File: config.mk
export PLATFORM = sky130hd
export DESIGN_NAME = dual_issue_decoder
export DESIGN_NICKNAME = d
export VERILOG_FILES = /design/src/rtl/decode_pkg.sv /design/src/rtl/rv_decode.sv /design/src/rtl/dual_issue_decoder.sv
export SDC_FILE = /design/constraint.sdc
export NUM_CORES = 1
export LEC_CHECK = 0
export ABC_AREA = 1
export CAP_MARGIN = 30
export CORE_UTILIZATION = 65
export CTS_BUF_LIST = sky130_fd_sc_hd__clkbuf_4 sky130_fd_sc_hd__clkbuf_8
export DETAILED_ROUTE_END_ITERATION = 8
export DONT_BUFFER_PORTS = 1
export PLACE_DENSITY_LB_ADDON = 0.1
export SYNTH_ARGS = -nofsm -noshare
export SYNTH_HDL_FRONTEND = slang
export SYNTH_SLANG_ARGS = --single-unit
File: constraint.sdc
create_clock -name clk -period 6.81 [get_ports clk]
set_input_delay 1.362 -clock clk [delete_from_list [all_inputs] [get_ports clk]]
set_output_delay 1.362 -clock clk [all_outputs]
set_load 0.1 [all_outputs]
File: src/rtl/decode_pkg.sv
// Shared decode types: uop class encoding, uop payload and RV32 opcode/funct constants.
package decode_pkg;

  localparam int unsigned XLEN  = 32;
  localparam int unsigned REG_W = 5;
  localparam int unsigned CLS_W = 3;
  localparam int unsigned CNT_W = 16;

  typedef enum logic [CLS_W-1:0] {
    CLS_NOP     = 3'd0,
    CLS_ALU     = 3'd1,
    CLS_MUL     = 3'd2,
    CLS_LOAD    = 3'd3,
    CLS_STORE   = 3'd4,
    CLS_ILLEGAL = 3'd7
  } uop_cls_e;

  typedef struct packed {
    uop_cls_e         cls;
    logic [REG_W-1:0] rd;
    logic [REG_W-1:0] rs1;
    logic [REG_W-1:0] rs2;
    logic [XLEN-1:0]  imm;
    logic             sub;
  } uop_t;

  localparam logic [6:0]      OPC_LOAD   = 7'b0000011;
  localparam logic [6:0]      OPC_STORE  = 7'b0100011;
  localparam logic [6:0]      OPC_OP     = 7'b0110011;
  localparam logic [6:0]      OPC_OP_IMM = 7'b0010011;
  localparam logic [2:0]      F3_ADD     = 3'b000;
  localparam logic [6:0]      F7_ADD     = 7'b0000000;
  localparam logic [6:0]      F7_SUB     = 7'b0100000;
  localparam logic [6:0]      F7_MUL     = 7'b0000001;
  localparam logic [XLEN-1:0] NOP_WORD   = 32'h0000_0013;

endpackage

File: src/rtl/rv_decode.sv
// Combinational single-word decoder: one 32-bit instruction to one uop.
module rv_decode
  import decode_pkg::*;
(
  input  logic [XLEN-1:0] instr,
  output uop_t            uop_c
);

  logic [6:0]      opcode;
  logic [6:0]      funct7;
  logic [2:0]      funct3;
  logic [XLEN-1:0] i_imm;
  logic [XLEN-1:0] s_imm;

  assign opcode = instr[6:0];
  assign funct3 = instr[14:12];
  assign funct7 = instr[31:25];
  assign i_imm  = {{20{instr[31]}}, instr[31:20]};
  assign s_imm  = {{20{instr[31]}}, instr[31:25], instr[11:7]};

  // Unrecognised encodings fall through as ILLEGAL with zero operand fields.
  always_comb begin
    uop_c     = '0;
    uop_c.cls = CLS_ILLEGAL;
    if (instr == NOP_WORD) begin
      uop_c.cls = CLS_NOP;
    end else begin
      case (opcode)
        OPC_LOAD: begin
          uop_c.cls = CLS_LOAD;
          uop_c.rd  = instr[11:7];
          uop_c.rs1 = instr[19:15];
          uop_c.imm = i_imm;
        end
        OPC_STORE: begin
          uop_c.cls = CLS_STORE;
          uop_c.rs1 = instr[19:15];
          uop_c.rs2 = instr[24:20];
          uop_c.imm = s_imm;
        end
        OPC_OP: begin
          if (funct3 == F3_ADD &&
              (funct7 == F7_ADD || funct7 == F7_SUB || funct7 == F7_MUL)) begin
            uop_c.cls = (funct7 == F7_MUL) ? CLS_MUL : CLS_ALU;
            uop_c.sub = (funct7 == F7_SUB);
            uop_c.rd  = instr[11:7];
            uop_c.rs1 = instr[19:15];
            uop_c.rs2 = instr[24:20];
          end
        end
        OPC_OP_IMM: begin
          if (funct3 == F3_ADD) begin
            uop_c.cls = CLS_ALU;
            uop_c.rd  = instr[11:7];
            uop_c.rs1 = instr[19:15];
            uop_c.imm = i_imm;
          end
        end
        default: begin
        end
      endcase
    end
  end

endmodule

File: src/rtl/dual_issue_decoder.sv
// Two-wide front-end decoder feeding a 2-entry in-order uop buffer drained by dispatch.
module dual_issue_decoder
  import decode_pkg::*;
(
  input  logic              clk,
  input  logic              reset,
  input  logic [XLEN-1:0]   instr1,
  input  logic [XLEN-1:0]   instr2,
  output logic [1:0]        shift_count,
  input  logic [1:0]        accept_count,
  output logic              uop0_valid,
  output logic [CLS_W-1:0]  uop0_cls,
  output logic [REG_W-1:0]  uop0_rd,
  output logic [REG_W-1:0]  uop0_rs1,
  output logic [REG_W-1:0]  uop0_rs2,
  output logic [XLEN-1:0]   uop0_imm,
  output logic              uop0_sub,
  output logic              uop1_valid,
  output logic [CLS_W-1:0]  uop1_cls,
  output logic [REG_W-1:0]  uop1_rd,
  output logic [REG_W-1:0]  uop1_rs1,
  output logic [REG_W-1:0]  uop1_rs2,
  output logic [XLEN-1:0]   uop1_imm,
  output logic              uop1_sub,
  output logic              halted,
  output logic [CNT_W-1:0]  issued_cnt
);

  uop_t       slot0_q, slot1_q;
  logic [1:0] occ_q;
  uop_t       dec1_c, dec2_c;
  logic [1:0] room_c, acc_c, eff_c, nxt_occ_c;
  logic       ill_c;
  uop_t       nxt0_c, nxt1_c;

  rv_decode u_dec1 (.instr(instr1), .uop_c(dec1_c));
  rv_decode u_dec2 (.instr(instr2), .uop_c(dec2_c));

  // Room comes from registered occupancy only; an illegal word truncates the shift at itself.
  always_comb begin
    room_c      = halted ? 2'd0 : 2'd2 - occ_q;
    shift_count = room_c;
    ill_c       = 1'b0;
    if (room_c != 2'd0 && dec1_c.cls == CLS_ILLEGAL) begin
      shift_count = 2'd0;
      ill_c       = 1'b1;
    end else if (room_c == 2'd2 && dec2_c.cls == CLS_ILLEGAL) begin
      shift_count = 2'd1;
      ill_c       = 1'b1;
    end
  end

  assign acc_c = (accept_count == 2'b11) ? 2'd2 : accept_count;
  assign eff_c = (acc_c < occ_q) ? acc_c : occ_q;

  // Survivors compact toward slot 0, then shifted non-NOP words append in program order.
  always_comb begin
    nxt0_c    = '0;
    nxt1_c    = '0;
    nxt_occ_c = occ_q - eff_c;
    if (eff_c == 2'd0) begin
      nxt0_c = slot0_q;
      nxt1_c = slot1_q;
    end else if (eff_c == 2'd1) begin
      nxt0_c = slot1_q;
    end
    if (shift_count != 2'd0 && dec1_c.cls != CLS_NOP) begin
      if (nxt_occ_c == 2'd0) nxt0_c = dec1_c;
      else                   nxt1_c = dec1_c;
      nxt_occ_c = nxt_occ_c + 2'd1;
    end
    if (shift_count == 2'd2 && dec2_c.cls != CLS_NOP) begin
      if (nxt_occ_c == 2'd0) nxt0_c = dec2_c;
      else                   nxt1_c = dec2_c;
      nxt_occ_c = nxt_occ_c + 2'd1;
    end
  end

  always_ff @(posedge clk or posedge reset) begin
    if (reset) begin
      occ_q      <= 2'd0;
      slot0_q    <= '0;
      slot1_q    <= '0;
      halted     <= 1'b0;
      issued_cnt <= '0;
    end else begin
      occ_q      <= nxt_occ_c;
      slot0_q    <= nxt0_c;
      slot1_q    <= nxt1_c;
      halted     <= halted | ill_c;
      issued_cnt <= issued_cnt + CNT_W'(eff_c);
    end
  end

  // Vacated slots are cleared on the way in, so invalid slots already read as zero.
  assign uop0_valid = (occ_q != 2'd0);
  assign uop0_cls   = slot0_q.cls;
  assign uop0_rd    = slot0_q.rd;
  assign uop0_rs1   = slot0_q.rs1;
  assign uop0_rs2   = slot0_q.rs2;
  assign uop0_imm   = slot0_q.imm;
  assign uop0_sub   = slot0_q.sub;
  assign uop1_valid = (occ_q == 2'd2);
  assign uop1_cls   = slot1_q.cls;
  assign uop1_rd    = slot1_q.rd;
  assign uop1_rs1   = slot1_q.rs1;
  assign uop1_rs2   = slot1_q.rs2;
  assign uop1_imm   = slot1_q.imm;
  assign uop1_sub   = slot1_q.sub;

endmodule

==> impl_results.md, run 1 <==
* CP dominant cell by count: nand2_1
* Final Hold Fails at 0
* Critical-path cell list: inv_1 > nand2_1 > inv_2 > a21oi_4 > nand3_2 > nand2_2 > nand2_4 > nand2_4 > nand2_2 > nand2_1 > nand2_1 > ha_1 > inv_1 > nand3_1 > nand3_1 > nand2_1
* CP Class: in -> reg
* DRC at 0
* Pin count of the biggest net entering global routing at 99
* Post-CTS setup buffer count at 0
* FFs w/ async S/R, synth at 1.000
* Die Ht at between 100 and 150 µm
* Synth Area in XOR/XNOR at 0.01418
* Tmin final at 4.999 ns
* Post-Synth Simple-Gate Area at 0.4481
* Max clock buf depth at 2
* Largest family of logic cells by synthesized area: simple AND/OR/NAND/NOR gates
* Global-route wire length before repair at 46480 µm
* Switch share at 0.4927
* CP arrival at between 5 and 6 ns
* Crit Path Max Fanout at 26
* CP endpoint kind: register
* Layout cells sized above 1 at 0.06175
* Number of distinct library cells after synthesis at 41
* Run status: complete, no violations
* Cell-internal power at around 1.3 mW
* Cells after DPL at 1556
* Gates resized, CTS repair at 0
* Synthesized flop and latch total at 121
* Finish-stage setup viols at 0
* Max H-tree Level at 4
* Post-Synth Adder-Cell Area at 0.01567
* Pwr dens at approximately 280 nW/µm²
* Routed met1 length at ~11000 µm
* Setup Skew at ~0.011 ns
* Largest area contributor in the netlist: dfrtp_1
* Initial Util at 0.6675
* Ys flop type: dfrtp_1
* Area growth syn-to-layout at 3.403%
* WL/cell at between 15 and 20 µm
* Syn Nets at between 1500 and 2000
* Yosys top cell area share at 0.3268
* Number of synthesized flops with an enable pin at 0
* Die area at ~15000 µm²
* Combinational power share at 0.340
* CTS root buffer: clkbuf_8
* Wire length on met2 at between 10000 and 15000 µm
* Total track usage at 0.4072
* Ant. Diodes at 0
* CP Launch Type: primary input
* RSZ-0062 raised after global routing: no
* Initial antenna violation count at 0
* Pwr Total at around 2.7 mW
* Finished Cell Area at around 9600 µm²
* Ys Warns at 0
* Syn avg cell area at 6.342 µm²
* Fmax at around 200 MHz
* # fillers at roughly 1300
* Overflow after GRT at 0
* Finished Layout Cells at about 1600
* Initial DRC count at approximately 1400
* Leakage at 4.962 nW
* Syn Std Cell Area at between 9000 and 10000 µm²
* TNS Setup at 0 ns
* Ports at about 190
* Clock transition at path regs at ~0.070 ns
* Relative slew slack at 0.2956
* Drt total wl at between 20000 and 30000 µm
* Sequential share of power at 0.368
* Worst skew pair latency at approximately 0.46 ns
* Period utilisation layout at 0.7341
* CTS tree: yes
* DR pass1 iterations at 6
* Vias in the first global route at slightly below 9000
* Post-DP HPWL at slightly below 20000 µm
* Buf+Inv Stages, Crit Path at 3
* DR WL met3 at 4475 µm
* Crit-path max cell delay at a little over 0.9 ns
* Fin nets at roughly 1500
* Vias per cell at 6.244
* Sink Count at about 120
* Worst Path Required at 7.14 ns
* Post-cts hold buffer count at 0
* Hold Path Class: reg -> reg
* Max-cap violations at 0
* Slew Viols, Final at 0
* Core Rows at 43
* Register area share after synthesis at 0.3268
* Clock share of power at 0.292
* Chip width at about 120 µm
* Cells after synthesis at between 1000 and 1500
* Worst-margin pin slew at approximately 1.1 ns
* Num CTS Buffers at 17
* Final Wtd Congestion at between 1 and 1.5
* Top Metal Used: met4
* Final ANT Viol Nets at 0
* Top cells by area, synth: dfrtp_1 33%, nand2_1 18%, nand3_1 12%, inv_1 6.3%, nand4_1 5.8%
* Mux cell area share after synthesis at 0
* I/O Buffers at 0
* Worst IR Drop VDD at 0.2728 mV
* Vias at slightly below 10000
* Finished Core Util at 0.6902
* Switching pwr at about 1.3 mW
* CP delay by family, top: simple AND/OR/NAND/NOR gates
* Core box area at ~14000 µm²
* Synth Area in Compound Gates at 0.07292
* Area of placed instances at approximately 9100 µm²
* Slowest CP cell: nand3_1
[state kept, by name, summed over array words and instances, names as in the netlist]
signal	flops
uop1_rs1	5
occ_q	2
uop1_sub	1
issued_cnt	16
uop0_rd	5
uop0_sub	1
halted	1
uop1_rs2	5
uop0_rs2	5
uop0_cls	3
uop0_rs1	5
uop1_cls	3
uop0_imm	32
uop1_imm	32
uop1_rd	5
[tightest hold or removal path: cells and delay by family, from the launching register on]
family        cells  cell delay, ns
flops             1            0.37
simple gates      3            0.32
[cells in the mapped netlist, drive strengths merged, types with 7 or more instances]
| master | count |
|---|---|
| nand2 | 459 |
| nand3 | 232 |
| inv | 165 |
| dfrtp | 121 |
| nor2 | 110 |
| nand4 | 87 |
| o21ai | 77 |
| clkbuf | 54 |
| buf | 46 |
| a21oi | 28 |
| nor3 | 18 |
| xor2 | 13 |
| o22ai | 11 |
| ha | 10 |
| a31oi | 8 |
| nand3b | 7 |
[placed cells by master (no fill, tap or decap), types with 5 or more instances in the layout]
master / n
dfrtp_1: 121
nand3b_1: 7
buf_4: 15
nand4_1: 86
o21ai_1: 15
xor2_1: 13
clkbuf_8: 18
nor3_1: 17
a21oi_1: 26
ha_1: 9
nand3_1: 226
nand2_1: 450
inv_2: 10
bufinv_16: 5
o21ai_0: 62
clkinvlp_4: 5
nor4_1: 5
nor2_1: 103
a31oi_1: 8
nand2_2: 7
o22ai_1: 11
inv_1: 153
[cell type report]
type / instances / area (µm²) / area share
multi-input cells: 1073 / 5111 / 0.5335
repair buffers: 16 / 117.6 / 0.01228
well taps: 180 / 225.2 / 0.02351
inverters: 167 / 631.9 / 0.06595
clock inverters: 14 / 219.0 / 0.02285
clock buffers: 18 / 247.7 / 0.02586
flip-flops and latches: 121 / 3028 / 0.3161
[through the flow]
step / setup slack [ns] / hold slack [ns]
detailed placement: 1.427 / 0.7324
CTS: 1.911 / 0.7446
finish: 1.811 / 0.7406
floorplan: 2.234 / 0.6625
global placement: 1.608 / 0.7128
global route: 1.593 / 0.7635
[worst paths after layout]
check                                     end  cells after the start        from  slack (ns)
worst max register to register    uop1_cls[2]                     15    occ_q[0]        2.02
max in group asynchronous         uop1_rs1[0]                      2       reset        4.55
worst min-delay path                   halted                      3    occ_q[0]        0.74
worst max-delay path              uop1_cls[2]                     16  instr2[14]        1.81
worst min register to register         halted                      3    occ_q[0]        0.74
min in group asynchronous       issued_cnt[1]                      1       reset        0.90
[metal layers]
layer | up-vias | track usage
met5 | - | 0
met2 | 711 | 0.6012
met3 | 86 | 0.1410
met1 | 4497 | 0.5438
met4 | 0 | 0.1582
li1 | 4627 | -
[power by group through the flow]
stage	Combinational (mW)	Sequential (mW)	Clock (mW)
finish	0.902	0.975	0.775
global route	0.964	0.982	0.808
CTS	0.869	0.977	0.777
detailed placement	0.866	0.991	0
global placement	0.860	0.990	0
floorplan	0.671	0.983	0
[cells by family (layout without fill, tap and decap cells)]
logic type / after synthesis / after routing
buf+inv: 267 / 215
fa+ha+maj: 11 / 11
xor+xnor: 15 / 15
simple gates: 921 / 921
flops: 121 / 121
compound gates: 126 / 126
No activity file was read; power rests on OpenSTA's default activity.
==> run 2: changes to the inputs <==
==> constraint.sdc (replaced) <==
create_clock -name clk -period 5.1 [get_ports clk]
set_input_delay 1.02 -clock clk [delete_from_list [all_inputs] [get_ports clk]]
set_output_delay 1.02 -clock clk [all_outputs]
set_load 0.1 [all_outputs]
==> run 2 against run 1 <==
Cell count up 0.19%. Via count up 0.36%. Die area unchanged. Cell area up 0.22%. Critical path type is now reg -> reg. Critical endpoint is now uop1_rs1[0]. Largest power group unchanged.
==> impl_results.md, run 2 (synthesis results as in run 1) <==
* CP arrival at 5.22 ns (-0.11 ns)
* Ports at 191 (unchanged)
* Most common cell after layout, fill and taps aside: nand2_1
* Global-route wire length before repair at 46800 µm (+0.70%)
* Layout cells sized above 1 at 0.06303 (+0.001285)
* Vias in the first global route at 8924 (+3.0%)
* Fin nets at 1479 (+0.27%)
* WL/cell at 18.76 µm (-0.13%)
* Reg2reg start: occ_q[0]
* Max clock buf depth at 2 (unchanged)
* Ant. Diodes at 0 (unchanged)
* Run status: complete, no violations
* Clock transition at path regs at 0.07 ns (about the same)
* Num CTS Buffers at 17 (unchanged)
* Reg2reg end: uop1_rs1[0]
* DR pass1 iterations at 6 (unchanged)
* CTS root buffer: clkbuf_8
* TNS Setup at 0 ns (unchanged)
* Drt total wl at 29870 µm (about the same)
* Worst Path Required at 5.44 ns (-1.70 ns)
* Pin count of the biggest net entering global routing at 96 (-3.0%)
* Final Hold Fails at 0 (unchanged)
* Post-DP HPWL at 19790 µm (+1.4%)
* Switching pwr at 1.725 mW (+32%)
* Worst-margin pin slew at 1.076 ns (+0.01886 ns)
* Die area at 14740 µm² (unchanged)
* CP Class: reg -> reg
* Post-CTS setup buffer count at 0 (unchanged)
* Switch share at 0.4965 (+0.003741)
* Pwr dens at 361.9 nW/µm² (+31%)
* Vias per cell at 6.254 (+0.17%)
* Max-cap violations at 0 (unchanged)
* Period utilisation layout at 0.9568
* Area growth syn-to-layout at 3.633%
* Worst-case reg-to-reg path depth at 13 (-2)
* Leakage at 4.995 nW (+0.66%)
* CP endpoint kind: register
* # fillers at 1246 (-2.1%)
* Die Ht at 121.4 µm (unchanged)
* Worst IR Drop VDD at 0.2586 mV (-5.2%)
* CTS tree: yes
* Buf+Inv Stages, Crit Path at 2 (-1)
* DRC at 0 (unchanged)
* I/O Buffers at 0 (unchanged)
* Slew Viols, Final at 0 (unchanged)
* Max H-tree Level at 4 (unchanged)
* Final hold slack at 0.5241 ns (-0.2165 ns)
* Core box area at 13880 µm² (unchanged)
* CP delay by family, top: simple AND/OR/NAND/NOR gates
* Initial DRC count at 1270 (-11%)
* Worst Slack Setup Final at 0.2202 ns (-1.590 ns)
* Finished Layout Cells at 1592 (+0.19%)
* Sink Count at 121 (unchanged)
* Finish-stage setup viols at 0 (unchanged)
* CP Launch Type: register
* Initial Util at 0.6675 (unchanged)
* Overflow after GRT at 0 (unchanged)
* Crit Path Max Fanout at 27 (+3.8%)
* Combinational power share at 0.358 (+0.018)
* Setup Skew at 0.01212 ns (+0.001071 ns)
* Worst R2R Setup Slack at 0.22 ns (-1.80 ns)
* Crit-path max cell delay at 0.98 ns (+0.05 ns)
* Initial antenna violation count at 0 (unchanged)
* Cells after DPL at 1560 (+0.26%)
* Vias at 9957 (+0.36%)
* Hold Path Class: in -> async
* Tmin final at between 4 and 5 ns
* Commonest non-fill, non-tap cells in the layout: 450 x nand2_1, 226 x nand3_1, 153 x inv_1
* Relative slew slack at 0.2830 (-0.01258)
* Critical-path cell list: inv_1 > ha_1 > a21oi_1 > nand3_4 > nand2_4 > nand2_4 > nand3b_1 > nand2_1 > ha_1 > inv_1 > nand3_1 > nand3_1 > nand2_1
* Chip width at 121.4 µm (unchanged)
* Total track usage at 0.4143 (+0.007093)
* Final ANT Viol Nets at 0 (unchanged)
* Worst skew pair latency at 0.47 ns (about the same)
* Final Wtd Congestion at 1.031 (-1.2%)
* Gates resized, CTS repair at 0 (unchanged)
* Cell-internal power at 1.750 mW (+30%)
* Pwr Total at 3.475 mW (+31%)
* Clock share of power at 0.266 (-0.026)
* Core Rows at 43 (unchanged)
* RSZ-0062 raised after global routing: no
* Fmax at about 200 MHz
* Slowest CP cell: nand3_1
* Post-cts hold buffer count at 0 (unchanged)
* Sequential share of power at 0.376 (+0.008)
* DP Worst Slack at 0.1249 ns (-1.302 ns)
## run 2: cell types whose count changed in the layout (fill, tap and decap cells not counted)
| cell | delta |
|---|---|
| clkbuf_8 | +6 |
| clkinv_4 | -1 |
| nor2_1 | +1 |
| buf_16 | +2 |
| buf_4 | +3 |
| clkbuf_2 | -1 |
| bufinv_16 | -3 |
| nor2_2 | -1 |
| inv_6 | -2 |
| clkinv_2 | +3 |
| clkinvlp_4 | -4 |
## run 2: worst max path at each step
stage,startpoint,depth (start not counted),to
after floorplan,reset,1,halted
after global placement,instr2[13],16,uop1_rd[0]
after detailed placement,instr2[14],16,uop1_rs1[0]
after CTS,occ_q[0],13,uop1_rs1[0]
after global routing,occ_q[0],13,uop1_cls[2]
final,occ_q[0],13,uop1_rs1[0]
## run 2: cell type report
cell class	instances	area, µm²	area share
timing repair buffer	20	190.2	0.01981
clock inverter	7	87.58	0.009122
sequential	121	3028	0.3154
tap	180	225.2	0.02346
clock buffer	24	330.3	0.03440
multi-input combinational	1073	5109	0.5321
inverter	167	631.9	0.06581
## run 2: stage by stage
step | instance area [µm²] | util
floorplan | 9265 | -
global placement | 9129 | 0.6577
CTS | 9574 | 0.6897
global route | 9602 | 0.6917
finish | 9602 | 0.6917
detailed placement | 9156 | 0.6596
## run 2: routing by layer
metal,share of wire,GRT usage
met1,0.38,0.5328
met2,0.44,0.6190
met3,0.14,0.1391
met4,0.037,0.2022
met5,0.00070,0.01103
## run 2: power groups by stage
| stage | clock network, mW | logic [mW] | registers [mW] |
|---|---|---|---|
| after floorplan | 0 | 0.896 | 1.31 |
| after global routing | 0.968 | 1.33 | 1.31 |
| after global placement | 0 | 1.16 | 1.32 |
| after detailed placement | 0 | 1.20 | 1.32 |
| final | 0.923 | 1.24 | 1.31 |
| after CTS | 0.924 | 1.21 | 1.31 |
